==> config.mk <==
export PLATFORM = sky130hd
export DESIGN_NAME = touch_ctrl
export DESIGN_NICKNAME = d
export VERILOG_FILES = /design/src/rtl/touch_ctrl.sv
export SDC_FILE = /design/constraint.sdc
export NUM_CORES = 1
export LEC_CHECK = 0
export CORE_MARGIN = 8
export CORE_UTILIZATION = 45
export CTS_BUF_LIST = sky130_fd_sc_hd__clkbuf_4
export CTS_CLUSTER_DIAMETER = 200
export DETAILED_ROUTE_END_ITERATION = 16
export PLACE_DENSITY_LB_ADDON = 0.15
export SLEW_MARGIN = 20
export SYNTH_ARGS = -nofsm -noshare
export SYNTH_HDL_FRONTEND = slang
export SYNTH_SLANG_ARGS = --single-unit
==> constraint.sdc <==
create_clock -name i_clk -period 3.4 [get_ports i_clk]
set_clock_uncertainty 0.05 [all_clocks]
set_input_delay 0.68 -clock i_clk [delete_from_list [all_inputs] [get_ports i_clk]]
set_output_delay 0.68 -clock i_clk [all_outputs]
set_load 0.005 [all_outputs]
==> src/rtl/touch_ctrl.sv <==
// Two-pad touch controller: chord grace window, press/release debounce and a
// single-entry event buffer with a sticky overflow flag.
//
// state   | meaning
// IDLE    | no pad touched, waiting for first contact
// CHORD   | grace window, a second pad may still join the touch
// PRESS   | candidate code must stay stable for the debounce time
// HELD    | button reported, watching for the candidate to drop
// RELEASE | candidate lost, must stay lost for the debounce time
module touch_ctrl #(
  parameter int CHORD_CYCLES    = 480_000,
  parameter int DEBOUNCE_CYCLES = 240_000
) (
  input  logic       i_clk,
  input  logic       i_rst_n,
  input  logic       i_left,
  input  logic       i_right,
  output logic [2:0] o_btn,
  output logic       o_evt_valid,
  output logic [2:0] o_evt_data,
  input  logic       i_evt_ready,
  output logic       o_ovf
);

  localparam int CNT_MAX = (CHORD_CYCLES > DEBOUNCE_CYCLES) ? CHORD_CYCLES : DEBOUNCE_CYCLES;
  localparam int CW      = $clog2(CNT_MAX + 1);
  localparam logic [CW-1:0] CHORD_LAST = CW'(CHORD_CYCLES - 1);
  localparam logic [CW-1:0] DEB_LAST   = CW'(DEBOUNCE_CYCLES - 1);

  typedef enum logic [2:0] {
    S_IDLE,
    S_CHORD,
    S_PRESS,
    S_HELD,
    S_RELEASE
  } state_t;

  state_t          state_q, state_d;
  logic [CW-1:0]   cnt_q, cnt_d;
  logic [1:0]      cand_q, cand_d;
  logic [2:0]      btn_q, btn_d;
  logic            evt_valid_q, evt_valid_d;
  logic [2:0]      evt_data_q, evt_data_d;
  logic            ovf_q, ovf_d;

  logic [1:0]      raw;
  logic            issue;
  logic [2:0]      issue_data;

  assign raw = {~i_right, ~i_left};

  function automatic logic [2:0] onehot(input logic [1:0] code);
    case (code)
      2'b01:   return 3'b001;
      2'b10:   return 3'b010;
      2'b11:   return 3'b100;
      default: return 3'b000;
    endcase
  endfunction

  always_comb begin
    state_d    = state_q;
    cnt_d      = cnt_q;
    cand_d     = cand_q;
    btn_d      = btn_q;
    issue      = 1'b0;
    issue_data = {1'b0, cand_q};
    case (state_q)
      S_IDLE: begin
        if (raw != 2'b00) begin
          state_d = S_CHORD;
          cnt_d   = '0;
          cand_d  = raw;
        end
      end
      S_CHORD: begin
        if (raw == 2'b00) begin
          state_d = S_IDLE;
          cnt_d   = '0;
        end else begin
          // once both pads have been seen the touch is a chord for good
          cand_d = (raw == 2'b11 || cand_q == 2'b11) ? 2'b11 : raw;
          if (cnt_q == CHORD_LAST) begin
            state_d = S_PRESS;
            cnt_d   = '0;
          end else begin
            cnt_d = cnt_q + CW'(1);
          end
        end
      end
      S_PRESS: begin
        if (raw != cand_q) begin
          state_d = S_IDLE;
          cnt_d   = '0;
        end else if (cnt_q == DEB_LAST) begin
          state_d    = S_HELD;
          cnt_d      = '0;
          btn_d      = onehot(cand_q);
          issue      = 1'b1;
          issue_data = {1'b1, cand_q};
        end else begin
          cnt_d = cnt_q + CW'(1);
        end
      end
      S_HELD: begin
        if (raw != cand_q) begin
          state_d = S_RELEASE;
          cnt_d   = '0;
        end
      end
      S_RELEASE: begin
        if (raw == cand_q) begin
          state_d = S_HELD;
          cnt_d   = '0;
        end else if (cnt_q == DEB_LAST) begin
          state_d    = S_IDLE;
          cnt_d      = '0;
          btn_d      = 3'b000;
          issue      = 1'b1;
          issue_data = {1'b0, cand_q};
        end else begin
          cnt_d = cnt_q + CW'(1);
        end
      end
      default: begin
        state_d = S_IDLE;
        cnt_d   = '0;
      end
    endcase
  end

  // single-entry buffer: a handshake in the same cycle frees the slot for the new event
  always_comb begin
    evt_valid_d = evt_valid_q;
    evt_data_d  = evt_data_q;
    ovf_d       = ovf_q;
    if (evt_valid_q && i_evt_ready) evt_valid_d = 1'b0;
    if (issue) begin
      if (!evt_valid_q || i_evt_ready) begin
        evt_valid_d = 1'b1;
        evt_data_d  = issue_data;
      end else begin
        ovf_d = 1'b1;
      end
    end
  end

  always_ff @(posedge i_clk or negedge i_rst_n) begin
    if (!i_rst_n) begin
      state_q     <= S_IDLE;
      cnt_q       <= '0;
      cand_q      <= 2'b00;
      btn_q       <= 3'b000;
      evt_valid_q <= 1'b0;
      evt_data_q  <= 3'b000;
      ovf_q       <= 1'b0;
    end else begin
      state_q     <= state_d;
      cnt_q       <= cnt_d;
      cand_q      <= cand_d;
      btn_q       <= btn_d;
      evt_valid_q <= evt_valid_d;
      evt_data_q  <= evt_data_d;
      ovf_q       <= ovf_d;
    end
  end

  assign o_btn       = btn_q;
  assign o_evt_valid = evt_valid_q;
  assign o_evt_data  = evt_data_q;
  assign o_ovf       = ovf_q;

endmodule

==> flow_metrics.tcl <==
set metrics [dict create \
    setup_tns_ns 0 \
    synth.area.top_cells "dfrtp_1 (45%), nand2_1 (5.5%), a21oi_1 (5.0%), nand3_1 (3.9%), a31oi_1 (3.5%)" \
    postSynthCellCount 195 \
    cts_setup_buffers 0 \
    synth_top_area_frac 0.449 \
    timing.rr.start "cnt_q[0]" \
    dp_cells 249 \
    start_util 0.456 \
    required_ns 3.58 \
    synth_simple_gate_area_frac 0.264 \
    fin_ws_ns 0.674 \
    synth_edf_count 0 \
    layout_commonest_cell "dfrtp_1" \
    power.density_mw_per_mm2 587 \
    ir_drop_mv 0.274 \
    rows 23 \
    crit_path_end_kind "flop" \
    post_cts_resized 0 \
    synth.distinct_cells 44 \
    r2r_end "cnt_q[17]" \
    synth_xor_area_frac 0.0147 \
    place_congestion 0.769 \
    grt_max_degree 33 \
    crit_fanout 17 \
    grt_pass1_wl_um 6780 \
    grt_pass1_vias 1457 \
    ant_nets 0 \
    hold_start "o_btn[2]" \
    dp_slack_ns 0.315 \
    final_cells 257 \
    wire_per_inst_um 15.0 \
    vias 1477 \
    rr_worst_depth 7 \
    hp-class "flop to flop" \
    viasPerCell 5.75 \
    cts_root_buf "clkbuf_4" \
    relSlewSlack 0.669 \
    die_x_um 79.0 \
    synth_fa_ha_area_frac 0.00701 \
    clk_path_buf_depth 2 \
    rsz0062_at_grt "no" \
    port_buffers 12 \
    die_h_um 79.0 \
    finalNetCount 212 \
    drc 0 \
    wl_um 3850 \
    arrival_ns 2.91 \
    yosys_warnings 0 \
    antenna_found_initial 0 \
    hold_buffers 0 \
    synth_compound_area_frac 0.192 \
    cp-start-kind "input port" \
    dp_hpwl_um 2680 \
    drive_gt1_frac 0.101 \
    clk_pin_slew_worst_paths_ns 0.11 \
    core_area_sq_mm 0.00391 \
    leakagePower_nw 0.880 \
    hold_depth 2 \
    clk_latency_ns 0.34 \
    yosysSeqAreaShare 0.449 \
    synth_top_family_by_area "simple AND/OR/NAND/NOR gates" \
    finalSetupViolations 0 \
    synth_mux_area_frac 0.0245 \
    cts_made_buffers 5 \
    worst_pin_slew_ns 0.497 \
    grt_usage 0.135 \
    slew_viol_final 0 \
    hold_ws_ns 0.433 \
    synth_top_area_cell "dfrtp_1" \
    antenna_cells 0 \
    avgSynthCellArea_sq_um 9.15 \
    ios 13 \
    worstSetupPathType "input port to flop" \
    period_share 0.802 \
    cts_num_sinks 32 \
    overflow 0 \
    final_cell_mix "dfrtp_1 (32), nand2_1 (26), a21oi_1 (18)" \
    firstDrtPassIters 4 \
    min_to "o_btn[2]" \
    cts_tree "yes" \
    reg2reg_slack_ns 0.93 \
    drt_iter0_drc 89 \
    async_reset_ff_frac 1.00 \
    synth_nets 201 \
    ctsHtreeMaxLevel 2 \
    design.die.area_sq_mm 0.00624 \
    power_mw 1.18 \
    hold_viol 0 \
    status "finished clean" \
    min_period_ns 2.73 \
    ys_seq_elements 32 \
    fmaxAchievable_mhz 367 \
    max_cap_violations 0 \
    area_growth_pct 12.8 \
    synth_flop_cell "dfrtp_1" \
    syn_area_sq_mm 0.00178 \
]
[worst max path at each step]
stage	to	slack, ns	start
2_1_floorplan	cnt_q[15]	1.13	i_right
3_3_place_gp	cnt_q[17]	0.42	i_right
3_5_place_dp	cnt_q[17]	0.32	i_right
4_1_cts	cnt_q[17]	0.69	i_right
5_1_grt	cnt_q[17]	0.58	i_right
6_report	cnt_q[17]	0.67	i_right
[synth_stat cells (2+ instances only)]
master and instances:
a21o_1 3, a21oi_1 18, a221o_1 3, a22o_1 2
a31oi_1 10, a41oi_1 2, and2_1 2, and3_1 9
buf_2 6, buf_6 2, clkbuf_1 4, dfrtp_1 32
inv_1 4, mux2_2 3, nand2_1 26, nand2b_1 4
nand3_1 14, nand3b_1 2, nand4_1 2, nor2_1 10
nor3b_1 2, nor4_1 2, o21ai_0 5, o21bai_1 2
o31ai_1 4, or3_1 3, xnor2_1 2
[logic make-up after synthesis]
logic type,Yosys count
multiplexers,4
adder cells (fa/ha/maj),1
AO/OA/AOI/OAI,52
AND/OR/NAND/NOR,86
buffers and inverters,17
flip-flops,32
XOR/XNOR,3
[metrics by stage]
stage | util | instance area (sq um)
6_report | 0.514 | 2010
5_1_grt | 0.514 | 2010
4_1_cts | 0.514 | 2010
3_5_place_dp | 0.494 | 1930
3_3_place_gp | 0.494 | 1930
2_1_floorplan | - | 1780
[registers in the layout (all words and copies together) (netlist names)]
register / flops
cand_q: 2
cnt_q: 19
o_btn: 3
o_evt_data: 3
o_evt_valid: 1
o_ovf: 1
state_q: 3
[layout make-up]
class,instances,area (sq um)
well taps,50,62.6
clock buffers,5,37.5
fillers,360,1900
flip-flops and latches,32,801
inverters,4,15.0
multi-input cells,146,897
repair buffers,17,158
clock inverters,3,42.5
[critical path, stage by stage]
cell	delay, ns
clkdlybuf4s50_1	0.54
xnor2_1	0.12
nor2_2	0.24
mux2_2	0.40
a21o_1	0.34
buf_4	0.26
a221o_1	0.31
[routing by layer]
metal | vias up | wire length, um | GRT usage
li1 | 742 | - | -
met1 | 698 | 1810 | 0.167
met2 | 31 | 1790 | 0.216
met3 | 6 | 186 | 0.0440
met4 | 0 | 58 | 0.0444
met5 | - | 0 | 0
[report_power, final]
part | internal [mW] | switching (mW) | total [mW]
registers | 0.422 | 0.0741 | 0.496
clock network | 0.153 | 0.144 | 0.297
logic | 0.151 | 0.238 | 0.390
total | 0.726 | 0.456 | 1.18
Note: power is estimated with default switching activity, not from simulation.
